### src/rtl/abc_stimulus_sequencer_if.sv
// Stimulus/capture bundle between the sweep sequencer and the function block under test.
interface abc_stimulus_sequencer_if;
    logic       i_start;
    logic       i_F;
    logic       o_A;
    logic       o_B;
    logic       o_C;
    logic       o_busy;
    logic       o_done;
    logic       o_pass;
    logic [7:0] o_table;

    modport slave (
        input  i_start,
        input  i_F,
        output o_A,
        output o_B,
        output o_C,
        output o_busy,
        output o_done,
        output o_pass,
        output o_table
    );

    modport master (
        output i_start,
        output i_F,
        input  o_A,
        input  o_B,
        input  o_C,
        input  o_busy,
        input  o_done,
        input  o_pass,
        input  o_table
    );
endinterface

### src/rtl/abc_stimulus_sequencer.sv
// Exhaustive {A,B,C} sweep with per-vector settle hold, F capture and truth-table compare.
// Optional ABC_F_SYNC_EN: two-flop synchronizer on i_F, hold stretched by two cycles.
module abc_stimulus_sequencer #(
    parameter int unsigned SETTLE_CYCLES = 4,
    parameter logic [7:0]  EXPECTED      = 8'h68
) (
    input logic                     i_clk,
    input logic                     i_rst_n,
    abc_stimulus_sequencer_if.slave bus
);

`ifdef ABC_F_SYNC_EN
    localparam int unsigned SyncLat = 2;
`else
    localparam int unsigned SyncLat = 0;
`endif
    localparam int unsigned HoldCycles = SETTLE_CYCLES + SyncLat;
    // A 257-cycle hold (255 + synchronizer) needs one extra counter bit.
    localparam int unsigned CntW = (HoldCycles > 256) ? 9 : 8;
    localparam logic [CntW-1:0] Reload = CntW'(HoldCycles - 1);

    typedef enum logic [1:0] {StIdle, StDrive, StDone} state_e;

    state_e          state_q, state_d;
    logic [2:0]      idx_q, idx_d;
    logic [CntW-1:0] cnt_q, cnt_d;
    logic [7:0]      tbl_q, tbl_d;
    logic            pass_q, pass_d;

    logic            f_smp;
    logic            sample_now;
    logic            start_ok;
    logic            busy;
    logic            done;
    logic [2:0]      abc;

`ifdef ABC_F_SYNC_EN
    logic [1:0] f_sync_q, f_sync_d;

    always_comb begin
        f_sync_d = {f_sync_q[0], bus.i_F};
    end

    always_ff @(posedge i_clk or negedge i_rst_n) begin
        if (!i_rst_n) begin
            f_sync_q <= 2'b00;
        end else begin
            f_sync_q <= f_sync_d;
        end
    end

    assign f_smp = f_sync_q[1];
`else
    assign f_smp = bus.i_F;
`endif

    assign sample_now = (state_q == StDrive) && (cnt_q == '0);
    // Starts arriving mid-sweep are dropped so the sweep is never restarted or extended.
    assign start_ok   = bus.i_start && (state_q != StDrive);

    always_ff @(posedge i_clk or negedge i_rst_n) begin
        if (!i_rst_n) begin
            state_q <= StIdle;
        end else begin
            state_q <= state_d;
        end
    end

    always_comb begin
        state_d = state_q;
        case (state_q)
            StIdle: begin
                if (bus.i_start) begin
                    state_d = StDrive;
                end
            end
            StDrive: begin
                if (sample_now && (idx_q == 3'd7)) begin
                    state_d = StDone;
                end
            end
            StDone: begin
                if (bus.i_start) begin
                    state_d = StDrive;
                end
            end
            default: state_d = StIdle;
        endcase
    end

    always_comb begin
        busy = 1'b0;
        done = 1'b0;
        abc  = 3'b000;
        case (state_q)
            StDrive: begin
                busy = 1'b1;
                abc  = idx_q;
            end
            StDone:  done = 1'b1;
            default: ;
        endcase
    end

    always_comb begin
        idx_d  = idx_q;
        cnt_d  = cnt_q;
        tbl_d  = tbl_q;
        pass_d = pass_q;
        if (start_ok) begin
            idx_d  = 3'd0;
            cnt_d  = Reload;
            tbl_d  = 8'h00;
            pass_d = 1'b0;
        end else if (state_q == StDrive) begin
            if (cnt_q == '0) begin
                tbl_d[idx_q] = f_smp;
                if (idx_q == 3'd7) begin
                    pass_d = (tbl_d == EXPECTED);
                end else begin
                    idx_d = idx_q + 3'd1;
                    cnt_d = Reload;
                end
            end else begin
                cnt_d = cnt_q - 1'b1;
            end
        end
    end

    always_ff @(posedge i_clk or negedge i_rst_n) begin
        if (!i_rst_n) begin
            idx_q  <= 3'd0;
            cnt_q  <= '0;
            tbl_q  <= 8'h00;
            pass_q <= 1'b0;
        end else begin
            idx_q  <= idx_d;
            cnt_q  <= cnt_d;
            tbl_q  <= tbl_d;
            pass_q <= pass_d;
        end
    end

    assign bus.o_A     = abc[2];
    assign bus.o_B     = abc[1];
    assign bus.o_C     = abc[0];
    assign bus.o_busy  = busy;
    assign bus.o_done  = done;
    assign bus.o_pass  = pass_q;
    assign bus.o_table = tbl_q;

endmodule

### src/flat_wrapper.sv
// flat-port wrapper written by rule: the top's interface ports become plain ports
module abc_stimulus_sequencer_flat 
#(
    parameter int unsigned SETTLE_CYCLES = 4,
    parameter logic [7:0]  EXPECTED      = 8'h68
)
  (i_clk, i_rst_n, bus_i_start, bus_i_F, bus_o_A, bus_o_B, bus_o_C, bus_o_busy, bus_o_done, bus_o_pass, bus_o_table);
  abc_stimulus_sequencer_if bus_i ();
  input logic i_clk;
  input logic i_rst_n;
  input wire logic [$bits(bus_i.i_start)-1:0] bus_i_start;
  input wire logic [$bits(bus_i.i_F)-1:0] bus_i_F;
  output wire logic [$bits(bus_i.o_A)-1:0] bus_o_A;
  output wire logic [$bits(bus_i.o_B)-1:0] bus_o_B;
  output wire logic [$bits(bus_i.o_C)-1:0] bus_o_C;
  output wire logic [$bits(bus_i.o_busy)-1:0] bus_o_busy;
  output wire logic [$bits(bus_i.o_done)-1:0] bus_o_done;
  output wire logic [$bits(bus_i.o_pass)-1:0] bus_o_pass;
  output wire logic [$bits(bus_i.o_table)-1:0] bus_o_table;
  assign bus_i.i_start = bus_i_start;
  assign bus_i.i_F = bus_i_F;
  assign bus_o_A = bus_i.o_A;
  assign bus_o_B = bus_i.o_B;
  assign bus_o_C = bus_i.o_C;
  assign bus_o_busy = bus_i.o_busy;
  assign bus_o_done = bus_i.o_done;
  assign bus_o_pass = bus_i.o_pass;
  assign bus_o_table = bus_i.o_table;
  abc_stimulus_sequencer #(.SETTLE_CYCLES(SETTLE_CYCLES), .EXPECTED(EXPECTED)) u_core (.i_clk(i_clk), .i_rst_n(i_rst_n), .bus(bus_i));
endmodule
### config.mk
export PLATFORM = sky130hd
export DESIGN_NAME = abc_stimulus_sequencer_flat
export DESIGN_NICKNAME = d
export VERILOG_FILES = /design/src/rtl/abc_stimulus_sequencer_if.sv /design/src/rtl/abc_stimulus_sequencer.sv /design/src/flat_wrapper.sv
export SDC_FILE = /design/constraint.sdc
export NUM_CORES = 1
export LEC_CHECK = 0
export CAP_MARGIN = 20
export CORE_MARGIN = 2
export CORE_UTILIZATION = 60
export CTS_CLUSTER_SIZE = 30
export DETAILED_ROUTE_END_ITERATION = 8
export DONT_BUFFER_PORTS = 1
export GPL_TIMING_DRIVEN = 0
export HOLD_SLACK_MARGIN = 0.03
export PLACE_DENSITY_LB_ADDON = 0.2
export SETUP_SLACK_MARGIN = 0.4
export SYNTH_ARGS = -nofsm -noshare
export SYNTH_HDL_FRONTEND = slang
export SYNTH_SLANG_ARGS = --single-unit
### constraint.sdc
create_clock -name i_clk -period 2.15 [get_ports i_clk]
set_input_delay 0.43 -clock i_clk [delete_from_list [all_inputs] [get_ports i_clk]]
set_output_delay 0.43 -clock i_clk [all_outputs]
set_load 0.01 [all_outputs]
# After elaboration in Yosys (flattened, before gate mapping)
# Cells that the tools add are included.
[word_totals]
regBits = 22
output_inout_bits = 14
wordCells = 57
[op_classes]
n_addsub = 2
magnitude_cmp = 2
eq_ne = 9
mux = 24
reduce_logical = 15
[ops]
columns = ["operator", "n"]
rows = [
  ["$mux 8", 7],
  ["$mux 3", 5],
  ["$bwmux 8", 1],
  ["$eq 8x7->1 const B", 1],
  ["$logic_not 8->1", 1],
  ["$sub 8x1->8 const B", 1],
  ["$mux 1", 7],
  ["$ne 2x1->1 const B", 3],
  ["$reduce_and 2->1", 3],
  ["$reduce_and 3->1", 2],
  ["$reduce_bool 2->1", 3],
  ["$logic_and 1x1->1", 4],
  ["$lt 3x4->1 const B", 1],
  ["$mux 2", 2],
  ["$pmux 2 s2", 1],
  ["$add 3x1->3 const B", 1],
  ["$demux 1 s3", 1],
  ["$eq 3x3->1 const B", 1],
  ["$ge 3x1->1 const B", 1],
  ["$ne 3x2->1 const B", 1],
  ["$eq 2x1->1 const B", 1],
  ["$eq 2x2->1 const B", 1],
  ["$logic_not 2->1", 1],
  ["$ne 2x2->1 const B", 1],
  ["$reduce_or 2->1", 1],
]

# Logic depth before layout (Yosys ltp)
[depth]
depth_word = 10
mapped_depth = 7

# Worst setup path after synthesis
# OpenSTA, ideal clock, no wires.
[synth_path]
path_type = "register to register"
startpoint = "reg u_core.cnt_q[0]"
endpoint = "reg u_core.tbl_q[1], in the netlist u_core.bus.o_table[1]"
arrival_ns = 1.754
required_ns = 2.015
slack_ns = 0.261
stages_incl_launch_ff = 8
n_path_buf = 1
synth_period_minus_slack_ns = 1.889
cell_sequence = "dfrtp_1 -> inv_1 -> ha_1 -> or4b_4 -> nor3_4 -> buf_6 -> mux2i_1 -> o32ai_1"
[synth_via]
elab_chain_cells = 3
[synth_rtl]
columns = ["element", "line", "rtl"]
rows = [
  ["from (decl)", "abc_stimulus_sequencer.sv:26", "logic [CntW-1:0] cnt_q, cnt_d;"],
  ["from (signal assigned)", "abc_stimulus_sequencer.sv:138", "cnt_q <= cnt_d;"],
  ["$logic_not 8->1", "abc_stimulus_sequencer.sv:116", "if (cnt_q == '0) begin"],
  ["$reduce_bool 2->1 (no source line)", "--", ""],
  ["$reduce_and 2->1 (no source line)", "--", ""],
  ["to (signal assigned)", "abc_stimulus_sequencer.sv:139", "tbl_q <= tbl_d;"],
  ["to (decl)", "abc_stimulus_sequencer.sv:27", "logic [7:0] tbl_q, tbl_d;"],
]
# Every way passes these cells.
# A chain may end at the register's enable or synchronous reset.

# Worst setup path after layout
[layout_path]
startpoint = "reg u_core.cnt_q[1]"
endpoint = "reg u_core.tbl_q[1], in the netlist u_core.bus.o_table[1]"
# The elaborated chain is that of the path after synthesis.

==> impl_metrics.ini <==
[worst_hold_path]
holdCritPathClass = in2reg
holdPathEnd = u_core.state_q[0]
hold_depth = 2
min_from = bus_i_start

[worst_setup_path]
r2r_start = u_core.cnt_q[1]
crit_type = reg2reg
rr_worst_depth = 7
cp_top_family = simple AND/OR/NAND/NOR gates
reg2reg_to = u_core.bus.o_table[1]
required_ns = 2.35
slowest_stage = or4b_4
cp.arrival_ns = 2.20
crit_path_cell_trace = inv_2, ha_4, or4b_4, nor3_4, buf_6, mux2i_1, o32ai_2
reg2reg_slack_ns = 0.15
worst-path-buf-inv = 2
worst-path-stages = 7
path_max_fanout = 5
max_stage_delay_ns = 0.50
endpoint_kind = flop
start_kind = flop

[timing]
fin_crit_sh_pct = 92.9
relSlewSlack_pct = 63.1
hold_slack_ns = 0.320
grt_setup_unrepaired = true
setup_viol = 0
max_freq_mhz = 500
fin_skew_ns = 0.00151
maxSlewViolCount = 0
tightest_slew_ns = 0.551
min_period_ns = 2.00
totalNegativeSetupSlack_ns = 0
hold_viol = 0

[place]
dp_hpwl_um = 2290
gp_congestion = 0.916
portBuffers = 0

[synthesis]
synth_area_leaders = dfrtp_1, mux2i_1, ha_1
ys_top_cells_by_count = dfrtp_1, nand2_1, inv_1
yosysWarnings = 0
syn_inst = 153
avgSynthCellArea_um2 = 9.21
seq_area_frac_synth_pct = 39.1
synth_top_area_share_pct = 39.1
yosysTopAreaCell = dfrtp_1
async_reset_ff_share_pct = 100
synth_fp_nets = 161
synth_cell_type_count = 46
synth-edff-count = 0
synth_seq_cells = 22
synth_flop_cell = dfrtp_1
synth_most_common_cell = dfrtp_1
syn_area_um2 = 1410

[die]
core_um2 = 2210
die-area_um2 = 2750
initial_utilization_pct = 63.7
die_y_um = 52.5
ioPinCount = 18
fp-row-count = 17
die_x_um = 52.5

[global_routing]
antenna_found_initial = 0
grt_pass1_vias = 1206
grt_max_degree = 23
grt_pass1_wl_um = 5540
grt_overflow = 0
grtUsageTotal_pct = 27.5

[clock_network]
numCtsBuffers = 3
cts_tree = built
cts_sinks = 22
path_clk_slew_ns = 0.11
clock-root-buffer = clkbuf_4
htreeDepth = 1
clock_latency_ns = 0.31
clk_path_buf_depth = 2

[final_layout]
nets = 187
n_antenna_cell = 0
nFillCells = 153
syn_to_final_growth_pct = 24.2
drive_gt1_share_pct = 30.5

[pwr]
switching_share_pct = 46.8
pwr-share-seq_pct = 33.6
leakage_nw = 0.733
p_int_mw = 1.27
power_density_nw_per_um2 = 1360
p_total_mw = 2.38
p_switching_mw = 1.12
vdd_drop_max_uv = 945
p_comb_share_pct = 58.5
clkPwrFrac_pct = 7.9

[drt]
dr.first_iter.drc_count = 52
final_antenna_net_count = 0
drc = 0
num_vias = 1347
first_pass_iters = 4
wirelength_um = 3740
routedWlPerCell_um = 18.2
via_per_inst = 6.57

[job]
cap_violations = 0

[run_status]
status = completed
layout by cell type (no fill, tap or decap), drive strengths merged, types with 3 or more instances in the layout:
cell	n
o22ai	4
mux2i	10
clkbuf	5
buf	27
o21ai	10
nor3	6
nand2b	3
inv	12
nand2	13
a21oi	6
nand3	6
nor4	3
a211oi	3
dfrtp	22
nor2	9
ha	4
worst max-delay path by stage:
stage	startpoint	endpoint	slack (ns)
detailed placement	u_core.cnt_q[0]	u_core.bus.o_table[1]	0.12
floorplan	u_core.cnt_q[0]	u_core.bus.o_table[1]	0.28
finish	u_core.cnt_q[1]	u_core.bus.o_table[1]	0.15
CTS	u_core.cnt_q[1]	u_core.bus.o_table[1]	0.16
global placement	u_core.cnt_q[0]	u_core.bus.o_table[1]	0.13
global route	u_core.cnt_q[1]	u_core.bus.o_table[5]	0.07
stage by stage:
stage	cell area (um^2)	utilization, %	cells	setup slack [ns]
after floorplan	1410	-	153	0.279
after global placement	1440	65.3	181	0.128
after detailed placement	1440	65.3	181	0.121
after CTS	1600	72.3	196	0.157
after global routing	1750	79.1	205	0.0654
final	1750	79.1	205	0.152
cells by family after synthesis:
family / count (synthesis) / synth area share (%)
AND/OR/NAND/NOR: 55 / 23.4
flip-flops: 22 / 39.1
adder cells (fa/ha/maj): 4 / 3.55
XOR/XNOR: 1 / 0.622
buffers and inverters: 21 / 6.66
multiplexers: 11 / 7.90
AO/OA/AOI/OAI: 39 / 18.7
worst reg2reg max path, delay by kind of cell (launching register included):
family	cells	cell delay, ns
compound gates	1	0.09
fa+ha+maj	1	0.13
simple gates	2	0.76
mux	1	0.22
buf+inv	2	0.28
flops	1	0.41
power by group through the flow:
stage               logic (mW)  clock network [mW]  registers [mW]
global route              1.53               0.201           0.820
global placement         0.996                   0           0.778
finish                    1.39               0.189           0.802
detailed placement        1.03                   0           0.786
floorplan                0.842                   0           0.737
CTS                       1.20               0.194           0.778
registers in the layout, summed over array words and instances (netlist names):
register and flops:
u_core.idx_q 3, u_core.state_q 2, u_core.cnt_q 8, u_core.bus.o_table 8, u_core.bus.o_pass 1
cell type report:
class	count	area (um^2)	area share, %
buffer	9	70.1	4.01
clock buffer	3	22.5	1.29
inverter	12	50.0	2.86
multi-input combinational	110	856	48.9
sequential	22	551	31.5
tap	28	35.0	2.00
timing repair buffer	21	165	9.44
metal layers:
| layer | track usage (%) | wire [um] |
|---|---|---|
| met1 | 38.4 | 1660 |
| met2 | 41.5 | 1770 |
| met3 | 5.43 | 267 |
| met4 | 11.5 | 33 |
| met5 | 0 | 0 |
what timing repair did:
action,in CTS,in global routing
buffers inserted,10,7
gates cloned,1,1
resized for setup,12,19
pin swaps,6,2
hold buffers,1,0
setup endpoints to repair,21,23
hold endpoints to repair,22,0
No activity file was read; power rests on OpenSTA's default activity.
==> variant, RTL diff (same settings) <==
Encoding of `state_e`: now one-hot (3 bits for 3 states).
--- a/src/rtl/abc_stimulus_sequencer.sv
+++ b/src/rtl/abc_stimulus_sequencer.sv
@@ -19,7 +19,7 @@
     localparam int unsigned CntW = (HoldCycles > 256) ? 9 : 8;
     localparam logic [CntW-1:0] Reload = CntW'(HoldCycles - 1);
 
-    typedef enum logic [1:0] {StIdle, StDrive, StDone} state_e;
+    typedef enum logic [2:0] {StIdle = 3'b001, StDrive = 3'b010, StDone = 3'b100} state_e;
 
     state_e          state_q, state_d;
     logic [2:0]      idx_q, idx_d;
Function: no difference found for any inputs over 10 cycles, from zero or initial values and one cycle with i_rst_n low; not proved beyond that.
==> variant against the original RTL <==
Fmax shrank 3.7%. Sequential cell count grew 1. Highest routed layer unchanged. Cell area rose by 6.7%. First-iteration DRC count increased by 33%. Synthesized area unchanged. Sequential share of layout area fell by 0.35 points. Die area unchanged. Worst setup slack worse by 76 ps. Critical path depth unchanged. Routed wire length rose by 20%. Synthesized cell count up 0.65%.
Power is not compared: it rests on default switching activity, and its combinational part moved more than twofold at a synthesized area within 25%.
==> variant: results (changes against the original RTL) <==
| Metric | Value |
|---|---|
| Min-Delay Endpoint | u_core.bus.o_table[4] |
| Synth top area cells | dfrtp_1 (39%), nor2_1 (5.3%), mux2i_1 (5.0%) |
| Final HPWL DP | 2251 µm (-1.6%) |
| Hold Path Origin | bus_i_F |
| Dpl ws | -56.44 ps (-177.2 ps) |
| Unique masters post-synth | 43 (-6.5%) |
| Final #Nets | 193 (+3.2%) |
| Compound-Gate Fraction of Synth Area | 12.43% (-6.3 points) |
| Setup Skew | 4.532 ps (+3.024 ps) |
| Filler instances | 108 (-29%) |
| Worst skew pair latency | 330 ps (+20 ps) |
| Pin count of the biggest net entering global routing | 24 (+4.3%) |
| DR pass1 iterations | 4 (unchanged) |
| Status | complete, no violations |
| Vias/cell | 6.656 (+1.3%) |
| Vias in the first global route | 1316 (+9.1%) |
| First-pass GRT wire length | 6168 µm (+11%) |
| Initial DRC count | 69 (+33%) |
| CTS clock-pin slew for the worst setup and hold paths | 140 ps (+30 ps) |
| Post-Synth Adder-Cell Area | 3.552% (unchanged) |
| Xor-xnor portion of the synthesized cell area | 6.217% (+5.6 points) |
| Overall routing resource usage | 30.90% (+3.4 points) |
| Static Leakage | 0.0008087 µW |
| Hold WS | 245.2 ps (-74.99 ps) |
| Syn nets | 162 (+0.62%) |
| Crit path arrival time | 2290 ps (+90 ps) |
| Multiplexer share of the synthesized area | 4.973% (-2.9 points) |
| Reg2reg end | u_core.bus.o_table[6] |
| Start of the worst register-to-register path | u_core.cnt_q[0] |
| Commonest cells post-synth | dfrtp_1 (22), nor2_1 (20), nand2_1 (15) |
| VDD IR max | 0.8742 mV |
| Layout cell share with drive strength beyond 1 | 36.41% (+5.9 points) |
| Routed WL | 4490 µm (+20%) |
| Gpl congestion | 0.8100 (-12%) |
| Worst slew pin tran | 444.9 ps (-106.0 ps) |
| H-tree Lvls | 1 (unchanged) |
| Sequential area share after synthesis | 40.94% (+1.9 points) |
| R2R Setup Slk | 80 ps (-80 ps) |
[variant: changes by cell type after synthesis, moves of 4 or more]
cell,unedited run,this run
inv_1,12,5
nand3_1,5,11
nor2_1,9,20
xor2_1,0,4
xnor2_1,1,6
o22ai_1,4,0
[variant: cell families after synthesis]
group | after synthesis
xor+xnor | 10
compound gates | 26
buf+inv | 14
simple gates | 70
mux | 7
fa+ha+maj | 4
flops | 23
[variant: power groups by stage]
| stage | Sequential [µW] | Combinational (µW) | Clock, µW |
|---|---|---|---|
| floorplan | 525 | 211 | 0 |
| global placement | 535 | 246 | 0 |
| detailed placement | 540 | 256 | 0 |
| CTS | 502 | 465 | 209 |
| global route | 512 | 602 | 227 |
| finish | 508 | 571 | 217 |
[variant: worst max-delay path, stage by stage, from the launching register on]
cell and delay (ps):
dfrtp_2 440, inv_2 90, ha_4 130, or4b_4 500
buf_6 140, nor4_4 350, nand3_1 170, mux2i_1 140
[variant: metrics by stage]
stage | area (µm²) | std cells
after detailed placement | 1463 | 182
after floorplan | 1428 | 154
after global routing | 1866 | 212
after CTS | 1709 | 206
final | 1866 | 212
after global placement | 1463 | 182
[variant: how the worst max path moves through the flow]
stage	startpoint	endpoint	slack (ps)	cells after the start
global route	u_core.cnt_q[0]	u_core.bus.o_table[6]	-40	7
CTS	u_core.idx_q[1]	u_core.cnt_q[4]	170	7
finish	u_core.cnt_q[0]	u_core.bus.o_table[6]	80	7
floorplan	u_core.idx_q[1]	u_core.cnt_q[4]	220	7
global placement	u_core.cnt_q[0]	u_core.idx_q[1]	20	7
detailed placement	u_core.cnt_q[0]	u_core.idx_q[2]	-60	6
[variant: final cells by class]
class | instances | share of cell area, %
Sequential cell | 23 | 31.12
Buffer | 7 | 2.817
Clock buffer | 4 | 1.408
Multi-Input combinational cell | 117 | 48.89
Inverter | 7 | 1.543
Timing Repair Buffer | 26 | 12.34
Tap cell | 28 | 1.878
[variant: layer usage]
layer  up-vias  track usage [%]  share of wire [%]
met5         -                0                  0
met4         0            13.68                4.2
met3        30            7.714                8.4
met2        97            49.79                 50
met1       683            39.00                 38
li1        601                -                  -
[variant: repair_timing]
| action | CTS | global route |
|---|---|---|
| gates resized for setup | 21 | 18 |
| endpoints found under the setup margin | 24 | 26 |
| setup buffers | 18 | 5 |
| pin swaps | 11 | 6 |
| gates cloned | 1 | 0 |
| hold endpoints to repair | 23 | 0 |
| hold buffers | 1 | 0 |
